<file path="src/rtl/eros_obi_prog_demux.sv">
// eros_obi_prog_demux: runtime-programmable OBI address demultiplexer with internal error responder.
// Latency: request path is combinational (0 cycles); error responses return exactly 1 cycle after grant.
// Backpressure: s_gnt_o follows the selected port's grant; held low while the outstanding limit is
// reached or while a different target still has responses pending.
//
// Ports: s_* upstream OBI slave, m_* downstream OBI masters (shared addr/we/be/wdata,
// per-port req/gnt/rvalid/rdata), cfg_* word-addressed rule-table/CTRL/ERR_CNT register access.

package eros_obi_prog_demux_pkg;
    typedef struct packed {
        logic [31:0] idx;
        logic [31:0] start_addr;
        logic [31:0] end_addr;
    } addr_map_rule_t;
endpackage

module eros_obi_prog_demux
    import eros_obi_prog_demux_pkg::*;
#(
    parameter int unsigned NUM_PORTS       = 4,
    parameter int unsigned NUM_RULES       = 4,
    parameter int unsigned MAX_OUTSTANDING = 2,
    parameter int unsigned ADDR_WIDTH      = 32,
    parameter int unsigned DATA_WIDTH      = 32,
    parameter logic [DATA_WIDTH-1:0] ERR_RDATA = DATA_WIDTH'(32'hBADACCE5),
    parameter logic [NUM_RULES-1:0]  RESET_RULE_EN = '0,
    parameter addr_map_rule_t [NUM_RULES-1:0] RESET_RULES = '0
) (
    input  logic                                  clk_i,
    input  logic                                  rst_ni,

    input  logic                                  s_req_i,
    output logic                                  s_gnt_o,
    input  logic [ADDR_WIDTH-1:0]                 s_addr_i,
    input  logic                                  s_we_i,
    input  logic [DATA_WIDTH/8-1:0]               s_be_i,
    input  logic [DATA_WIDTH-1:0]                 s_wdata_i,
    output logic                                  s_rvalid_o,
    output logic [DATA_WIDTH-1:0]                 s_rdata_o,
    output logic                                  s_err_o,

    output logic [NUM_PORTS-1:0]                  m_req_o,
    input  logic [NUM_PORTS-1:0]                  m_gnt_i,
    output logic [ADDR_WIDTH-1:0]                 m_addr_o,
    output logic                                  m_we_o,
    output logic [DATA_WIDTH/8-1:0]               m_be_o,
    output logic [DATA_WIDTH-1:0]                 m_wdata_o,
    input  logic [NUM_PORTS-1:0]                  m_rvalid_i,
    input  logic [NUM_PORTS*DATA_WIDTH-1:0]       m_rdata_i,

    input  logic                                  cfg_we_i,
    input  logic [$clog2(NUM_RULES*4+2)-1:0]      cfg_addr_i,
    input  logic [31:0]                           cfg_wdata_i,
    output logic [31:0]                           cfg_rdata_o
);

    localparam int unsigned CW    = $clog2(NUM_RULES*4+2);
    localparam int unsigned IW    = (NUM_PORTS > 1) ? $clog2(NUM_PORTS) : 1;
    localparam int unsigned TW    = $clog2(NUM_PORTS+1);
    localparam int unsigned CNT_W = $clog2(MAX_OUTSTANDING+1);
    // Internal target index NUM_PORTS denotes the error responder.
    localparam logic [TW-1:0] ERR_TGT = TW'(NUM_PORTS);

    logic [31:0]    rule_start_q [NUM_RULES];
    logic [31:0]    rule_end_q   [NUM_RULES];
    logic [IW-1:0]  rule_idx_q   [NUM_RULES];
    logic [NUM_RULES-1:0] rule_en_q;
    logic           lock_q;
    logic [15:0]    err_cnt_q;

    logic [TW-1:0]    cur_tgt_q;
    logic [CNT_W-1:0] out_cnt_q;
    logic             err_rsp_q;

    logic [TW-1:0]    tgt;
    logic             tgt_err;
    logic             cur_err;
    logic             allowed;
    logic             port_gnt;
    logic             hs;
    logic             rsp_vld;
    logic [DATA_WIDTH-1:0] rsp_dat;

    // Request fields are shared by all ports; only req is steered.
    assign m_addr_o  = s_addr_i;
    assign m_we_o    = s_we_i;
    assign m_be_o    = s_be_i;
    assign m_wdata_o = s_wdata_i;

    // Address decode: iterate high-to-low so the lowest matching rule wins.
    // An empty range (start >= end) can never match, so it falls through to ERR naturally.
    always_comb begin
        tgt = ERR_TGT;
        for (int r = NUM_RULES-1; r >= 0; r--) begin
            if (rule_en_q[r] &&
                (s_addr_i >= rule_start_q[r][ADDR_WIDTH-1:0]) &&
                (s_addr_i <  rule_end_q[r][ADDR_WIDTH-1:0])) begin
                if (32'(rule_idx_q[r]) < 32'(NUM_PORTS)) begin
                    tgt = TW'(rule_idx_q[r]);
                end else begin
                    tgt = ERR_TGT;
                end
            end
        end
    end

    assign tgt_err = (tgt == ERR_TGT);
    assign cur_err = (cur_tgt_q == ERR_TGT);

    // Target may only change once every in-flight response has returned, which keeps
    // responses in order. A response in this cycle does not free a slot.
    assign allowed = ((out_cnt_q == '0) || (tgt == cur_tgt_q)) &&
                     (out_cnt_q < CNT_W'(MAX_OUTSTANDING));

    always_comb begin
        m_req_o  = '0;
        port_gnt = 1'b0;
        for (int p = 0; p < NUM_PORTS; p++) begin
            if (tgt == TW'(p)) begin
                m_req_o[p] = s_req_i & allowed;
                port_gnt   = m_gnt_i[p];
            end
        end
        s_gnt_o = tgt_err ? (s_req_i & allowed) : (s_req_i & allowed & port_gnt);
    end

    assign hs = s_req_i & s_gnt_o;

    // Response mux: only the port currently being tracked may answer.
    always_comb begin
        rsp_vld = 1'b0;
        rsp_dat = '0;
        if (cur_err) begin
            rsp_vld = err_rsp_q;
        end else begin
            for (int p = 0; p < NUM_PORTS; p++) begin
                if (cur_tgt_q == TW'(p)) begin
                    rsp_vld = m_rvalid_i[p] & (out_cnt_q != '0);
                    rsp_dat = m_rdata_i[p*DATA_WIDTH +: DATA_WIDTH];
                end
            end
        end
    end

    assign s_rvalid_o = rsp_vld;
    assign s_err_o    = rsp_vld & cur_err;
    assign s_rdata_o  = !rsp_vld ? '0 : (cur_err ? ERR_RDATA : rsp_dat);

    always_ff @(posedge clk_i) begin
        if (!rst_ni) begin
            for (int r = 0; r < NUM_RULES; r++) begin
                rule_start_q[r] <= RESET_RULES[r].start_addr;
                rule_end_q[r]   <= RESET_RULES[r].end_addr;
                rule_idx_q[r]   <= RESET_RULES[r].idx[IW-1:0];
            end
            rule_en_q <= RESET_RULE_EN;
            lock_q    <= 1'b0;
            err_cnt_q <= '0;
            cur_tgt_q <= '0;
            out_cnt_q <= '0;
            err_rsp_q <= 1'b0;
        end else begin
            err_rsp_q <= hs & tgt_err;
            if (hs) begin
                cur_tgt_q <= tgt;
            end
            if (hs && !rsp_vld) begin
                out_cnt_q <= out_cnt_q + CNT_W'(1);
            end else if (!hs && rsp_vld) begin
                out_cnt_q <= out_cnt_q - CNT_W'(1);
            end
            if (rsp_vld && cur_err && (err_cnt_q != 16'hFFFF)) begin
                err_cnt_q <= err_cnt_q + 16'd1;
            end

            if (cfg_we_i && !lock_q) begin
                for (int r = 0; r < NUM_RULES; r++) begin
                    if (cfg_addr_i == CW'(4*r))   rule_start_q[r] <= cfg_wdata_i;
                    if (cfg_addr_i == CW'(4*r+1)) rule_end_q[r]   <= cfg_wdata_i;
                    if (cfg_addr_i == CW'(4*r+2)) rule_idx_q[r]   <= cfg_wdata_i[IW-1:0];
                    if (cfg_addr_i == CW'(4*r+3)) rule_en_q[r]    <= cfg_wdata_i[0];
                end
                // Lock is write-1-to-set; only reset clears it.
                if ((cfg_addr_i == CW'(4*NUM_RULES)) && cfg_wdata_i[0]) begin
                    lock_q <= 1'b1;
                end
            end
        end
    end

    always_comb begin
        cfg_rdata_o = '0;
        for (int r = 0; r < NUM_RULES; r++) begin
            if (cfg_addr_i == CW'(4*r))   cfg_rdata_o = rule_start_q[r];
            if (cfg_addr_i == CW'(4*r+1)) cfg_rdata_o = rule_end_q[r];
            if (cfg_addr_i == CW'(4*r+2)) cfg_rdata_o = 32'(rule_idx_q[r]);
            if (cfg_addr_i == CW'(4*r+3)) cfg_rdata_o = {31'b0, rule_en_q[r]};
        end
        if (cfg_addr_i == CW'(4*NUM_RULES))   cfg_rdata_o = {31'b0, lock_q};
        if (cfg_addr_i == CW'(4*NUM_RULES+1)) cfg_rdata_o = {16'b0, err_cnt_q};
    end

endmodule

</file>
<file path="config.mk">
export PLATFORM = sky130hd
export DESIGN_NAME = eros_obi_prog_demux
export DESIGN_NICKNAME = d
export VERILOG_FILES = /design/src/rtl/eros_obi_prog_demux.sv
export SDC_FILE = /design/constraint.sdc
export NUM_CORES = 1
export LEC_CHECK = 0
export BUFFER_PORTS_ARGS = -buffer_cell sky130_fd_sc_hd__buf_2
export CORE_ASPECT_RATIO = 1.5
export CORE_MARGIN = 2
export CORE_UTILIZATION = 50
export DETAILED_ROUTE_END_ITERATION = 10
export PLACE_DENSITY_LB_ADDON = 0.1
export SLEW_MARGIN = 25
export SYNTH_ARGS = -nofsm -noshare
export SYNTH_HDL_FRONTEND = slang
export SYNTH_SLANG_ARGS = --single-unit
</file>
<file path="constraint.sdc">
create_clock -name clk_i -period 9.1 [get_ports clk_i]
set_clock_uncertainty 0.15 [all_clocks]
set_input_delay 0.91 -clock clk_i [delete_from_list [all_inputs] [get_ports clk_i]]
set_output_delay 0.91 -clock clk_i [all_outputs]
set_load 0.02 [all_outputs]
</file>
======== Word level (Yosys, flattened, before mapping) ========
Memory sizes are Yosys's and may differ from the RTL's.
Cells that the tools add are included.
word-level totals
  register bits after elaboration ......... 27
  RAM bits ................................ 264
  input bits .............................. 246
  output and inout port bits .............. 140
  memories kept ........................... 3
operators by class
  add/subtract/negate cells ............... 3
  order comparisons ....................... 9
  eq/ne operators ......................... 27
  muxes and demuxes ....................... 105
  bitwise logic cells ..................... 21
  reductions and logical operators ........ 30
memories
  memory        words  width  read ports  clocked after Yosys merged registers in  write ports  line  text
  rule_end_q    4      32     4           0                                        4            65    logic [31:0] rule_end_q [NUM_RULES];
  rule_start_q  4      32     4           0                                        4            64    logic [31:0] rule_start_q [NUM_RULES];
  rule_idx_q    4      2      4           0                                        4            66    logic [IW-1:0] rule_idx_q [NUM_RULES];
operator list
  cell                                           number
  two-way mux 32 bit                             32
  greater-or-equal comparator 32 bit             4
  < comparator 32 bit                            4
  two-way mux 1 bit                              63
  == test 5 x 4 -> 1 bit, second input constant  8
  == test 5 x 3 -> 1 bit, second input constant  4
  adder 16 x 1 -> 16 bit, second input constant  1
  != test 16 bit, second input constant          1
  logical AND 1 bit                              15
  == test 3 x 2 -> 1 bit, second input constant  4
  two-way mux 2 bit                              6
  two-way mux 3 bit                              4
  bitwise OR 1 bit                               12
  == test 5 x 2 -> 1 bit, second input constant  2
  == test 5 bit, second input constant           2
  AND reduction 2 bit                            5
  AND 1 bit                                      9
  == test 3 x 1 -> 1 bit, second input constant  2
  == test 3 bit, second input constant           2
  logical NOT 3 bit                              2
  == test 5 x 1 -> 1 bit, second input constant  1
  logical NOT 5 bit                              1
  nonzero test 2 bit                             2
  == test 3 bit                                  1
  6 further kinds                                8

======== Logic depth before layout (Yosys ltp) ========
  depth in word-level cells ............... 19
  mapped depth ............................ 17
  mapped depth without buffers ............ 17

======== Worst setup path after synthesis ========
OpenSTA, ideal clock, no wires.
  path type ............................... input -> register
  from .................................... in cfg_addr_i[0]
  to ...................................... mem rule_end_q[3][0] (enable)
  setup time .............................. 0.466 ns
  arrival ................................. 4.390 ns
  path slack .............................. 4.094 ns
  stages .................................. 5
  buffers on the path ..................... 3
  cells stage by stage .................... clkbuf_1 -> clkbuf_1 -> nand4_1 -> clkbuf_1 -> o21ai_0
RTL lines
  what         line  text
  from (decl)  52    input logic [$clog2(NUM_RULES*4+2)-1:0] cfg_addr_i,
  to (decl)    65

======== Final worst setup path ========
  from .................................... in s_addr_i[31]
  to ...................................... out m_req_o[1]
on the way
  cells in the longest elaborated chain, start to end .. 12
  elaborated cells on any way between the ends .. 26
  classes of those cells .................. 8 x order compare; 2 x eq/ne; 5 x mux; 1 x bitwise; 10 x reduce/logical
RTL lines
  what                                line  text
  from (decl)                         34    input logic [ADDR_WIDTH-1:0] s_addr_i,
  greater-or-equal comparator 32 bit  96    (s_addr_i >= rule_start_q[r][ADDR_WIDTH-1:0]) &&
  logical AND 1 bit                   95    if (rule_en_q[r] &&
  logical AND 1 bit                   96
  two-way mux 3 bit (3 in series)     95
  two-way mux 3 bit *                 95
  == test 3 bit                       112   assign allowed = ((out_cnt_q == '0) || (tgt == cur_tgt_q)) &&
  logical OR 1 bit                    112
  logical AND 1 bit                   112
  AND 1 bit                           120   m_req_o[p] = s_req_i & allowed;
  two-way mux 1 bit *                 119   if (tgt == TW'(p)) begin
  to (decl)                           42    output logic [NUM_PORTS-1:0] m_req_o,
Every way passes the cells marked *; elsewhere a longest branch is shown, timed or not.

==> flow_metrics.env <==
export IMPL_wire_per_inst_um=24.3
export IMPL_drcViolationCount=0
export IMPL_yosys_area_top_type="edfxtp_1"
export IMPL_clock_latency_ns=0.60
export IMPL_die_h_um=254
export IMPL_crit_required_ns=8.04
export IMPL_outcome="completed"
export IMPL_drive_gt1_share_pct=19.9
export IMPL_place_gp_congestion=0.957
export IMPL_ctsRootBufferMaster="clkbuf_16"
export IMPL_gr_total_overflow=0
export IMPL_path_max_fanout=9
export IMPL_power_leakage_nw=10.6
export IMPL_critPathMaxStageDelay_ns=0.97
export IMPL_clockBufferDepth=3
export IMPL_wl_um=70800
export IMPL_fin_crit_sh_pct=66.9
export IMPL_num_vias=17300
export IMPL_min_period_ns=6.09
export IMPL_timing_slew_headroom_pct=24.8
export IMPL_hold_buffers=0
export IMPL_grt_pass1_vias=17600
export IMPL_die_w_um=171
export IMPL_r2r_slack_ns=4.01
export IMPL_total_power_mw=3.84
export IMPL_yosysSeqAreaShare_pct=40.5
export IMPL_rows=91
export IMPL_synth_top_area_share_pct=37.9
export IMPL_setup_viol=0
export IMPL_cp_slowest_cell="nor4_1"
export IMPL_postSynthCellCount=2102
export IMPL_path_clk_slew_ns=0.06
export IMPL_synth_edff_count=264
export IMPL_report_final_slew_viol_count=0
export IMPL_tightest_slew_ns=1.13
export IMPL_port_buffers=311
export IMPL_layout_setup_ws_ns=3.01
export IMPL_dieArea_sq_um=43500
export IMPL_antenna_found_initial=3
export IMPL_grt_max_degree=64
export IMPL_worst_hold_slack_ns=0.358
export IMPL_drt_iter0_drc=1403
export IMPL_fillers=3689
export IMPL_syn_avg_cell_area_sq_um=9.94
export IMPL_ios=386
export IMPL_clock_fmax_ghz=0.164
export IMPL_ant_nets=0
export IMPL_rsz0062_at_grt="false"
export IMPL_final_hold_viol_count=0
export IMPL_synth_nets=2602
export IMPL_core_region_area_sq_um=41200
export IMPL_crit_top_cell="buf_2"
export IMPL_grt_pass1_wl_um=104000
export IMPL_cp_start_kind="input pin"
export IMPL_power_density_nw_per_um2=162
export IMPL_cts_tree="built"
export IMPL_yosys_warnings=0
export IMPL_cts_num_sinks=291
export IMPL_start_util_pct=50.7
export IMPL_worst_setup_path_end_kind="primary output"
export IMPL_cts_resized_gates=0
export IMPL_dr_pass1_iters=5
export IMPL_maxCapViolCount=0
export IMPL_syn2layout_area_growth_pct=13.8
export IMPL_hp_class="reg2reg"
export IMPL_dpl_worst_slack_ns=3.11
export IMPL_ys_seq_elements=291
export IMPL_yosys_top_cells_area="edfxtp_1 (38%), ha_1 (15%), and2_1 (8.1%)"
export IMPL_hpwl_um=52700
export IMPL_crit_arrival_ns=5.03
export IMPL_htreeDepth=1
export IMPL_crit_type="in2out"
export IMPL_grtUsageTotal_pct=32.2
export IMPL_async_flop_share_pct=0
export IMPL_setup_tns_ns=0
export IMPL_ys_types=82
export IMPL_syn_area_sq_um=20900
export IMPL_vias_per_cell=5.95
export IMPL_numCtsBuffers=31
export IMPL_layout_nets=2822
export IMPL_max_vdd_ir_drop_uv=149
export IMPL_crit_chain="buf_2, ha_1, nand4_1, nor4_1, nand2_1, nand4b_1, nor3_1, o211ai_1, o311ai_2, a21oi_1, xor2_1, a31oi_4, or2b_1, nor2_1, buf_2"
export IMPL_post_cts_buffers=0
export IMPL_synthFlopType="edfxtp_1"
power by group:
part           switching [mW]  leakage [nW]  internal (mW)
sequential             0.0573          2.74           1.53
clock                   0.585         0.494          0.744
combinational           0.579          7.38          0.342
total                    1.22          10.6           2.62
cell usage after synthesis (4+ instances only):
cell type and count:
and2_1 271, edfxtp_1 264, inv_1 264, ha_1 254, a21oi_1 118, nand2_1 114, clkbuf_1 70, buf_4 69
nor2_1 68, o21ai_0 64, o22ai_1 59, a221oi_1 56, nand3_1 50, a211oi_1 36, nand2b_1 30, dfxtp_1 27
nand4_1 26, nor2b_1 24, a22oi_1 20, mux4_2 20, a21o_1 17, nor3_1 15, a222oi_1 14, and4_1 12
xnor2_1 10, a21boi_0 9, o21ai_1 9, or3_1 7, xor2_1 7, and3_1 6, o211ai_1 5, o21a_1 5
a41oi_1 4, mux2i_1 4, o32ai_1 4
worst paths after layout:
path	endpoint	startpoint	cells after the start
max	m_req_o[1]	s_addr_i[31]	15
min	out_cnt_q[1]	out_cnt_q[1]	2
max reg2reg	out_cnt_q[1]	rule_end_q[3][31]	16
min reg2reg	out_cnt_q[1]	out_cnt_q[1]	2
per-layer routing:
layer / track usage (%) / up-vias / wire [um]
met2: 60.7 / 726 / 37300
met4: 19.8 / 2 / 4690
met5: 0 / - / 12
li1: - / 7993 / -
met1: 33.9 / 8349 / 24800
met3: 3.90 / 214 / 3990
critical path, delay by kind of cell:
family                   cells  cell delay [ns]
AO/OA/AOI/OAI                4             1.04
adder cells (fa/ha/maj)      1             0.35
buffers and inverters        2             0.39
XOR/XNOR                     1             0.26
AND/OR/NAND/NOR              7             2.07
cell type report:
type	instances	area (sq um)	share of cell area, %
Tap cell	558	698	2.94
Sequential cell	291	8470	35.6
Clock inverter	26	274	1.15
Antenna cell	2	5.00	0.0211
Multi-Input combinational cell	1402	10800	45.4
Inverter	264	991	4.17
Clock buffer	32	779	3.28
Timing Repair Buffer	332	1750	7.38
layout by cell type, fill, tap and decap left out, types with 9 or more instances in the layout:
master       n
and2_1     271
mux4_2      20
nand4_1     26
o21ai_4      9
nand2b_1    30
and4_1      12
nor2_1      54
nand2_1    114
buf_2      311
o22ai_1     59
dfxtp_1     25
inv_1      264
ha_1       254
edfxtp_1   264
o21ai_0     56
buf_4       19
a21oi_1    118
o21ai_1      9
a21boi_0     9
clkbuf_16   31
nor2b_1     24
xnor2_1     10
a222oi_1    14
a22oi_1     20
a221oi_1    56
nor3_1      13
a211oi_1    36
a21o_1      17
nand3_1     49
logic make-up (layout without fill, tap and decap cells):
logic type      after synthesis  in the layout  share of synthesized area (%)
simple gates                647            647                           17.3
xor+xnor                     17             17                          0.713
compound gates              459            459                           15.1
other cells                   0              2                              0
fa+ha+maj                   254            254                           15.2
mux                          25             25                           2.40
flops                       291            291                           40.5
buf+inv                     409            654                           8.71
through the flow:
| step | utilization [%] | instances | cell area, sq um |
|---|---|---|---|
| global route | 57.7 | 2907 | 23800 |
| CTS | 57.5 | 2903 | 23700 |
| finish | 57.7 | 2907 | 23800 |
| detailed placement | 55.0 | 2845 | 22700 |
| global placement | 54.9 | 2845 | 22600 |
| floorplan | - | 2102 | 20900 |
flip-flops by register name (all words and copies together) (netlist names):
register / flops
rule_en_q: 4
cur_tgt_q: 3
rule_end_q: 128
err_rsp_q: 1
err_cnt_q: 16
lock_q: 1
rule_idx_q: 8
out_cnt_q: 2
rule_start_q: 128
Power figures use the tool's default switching activity.
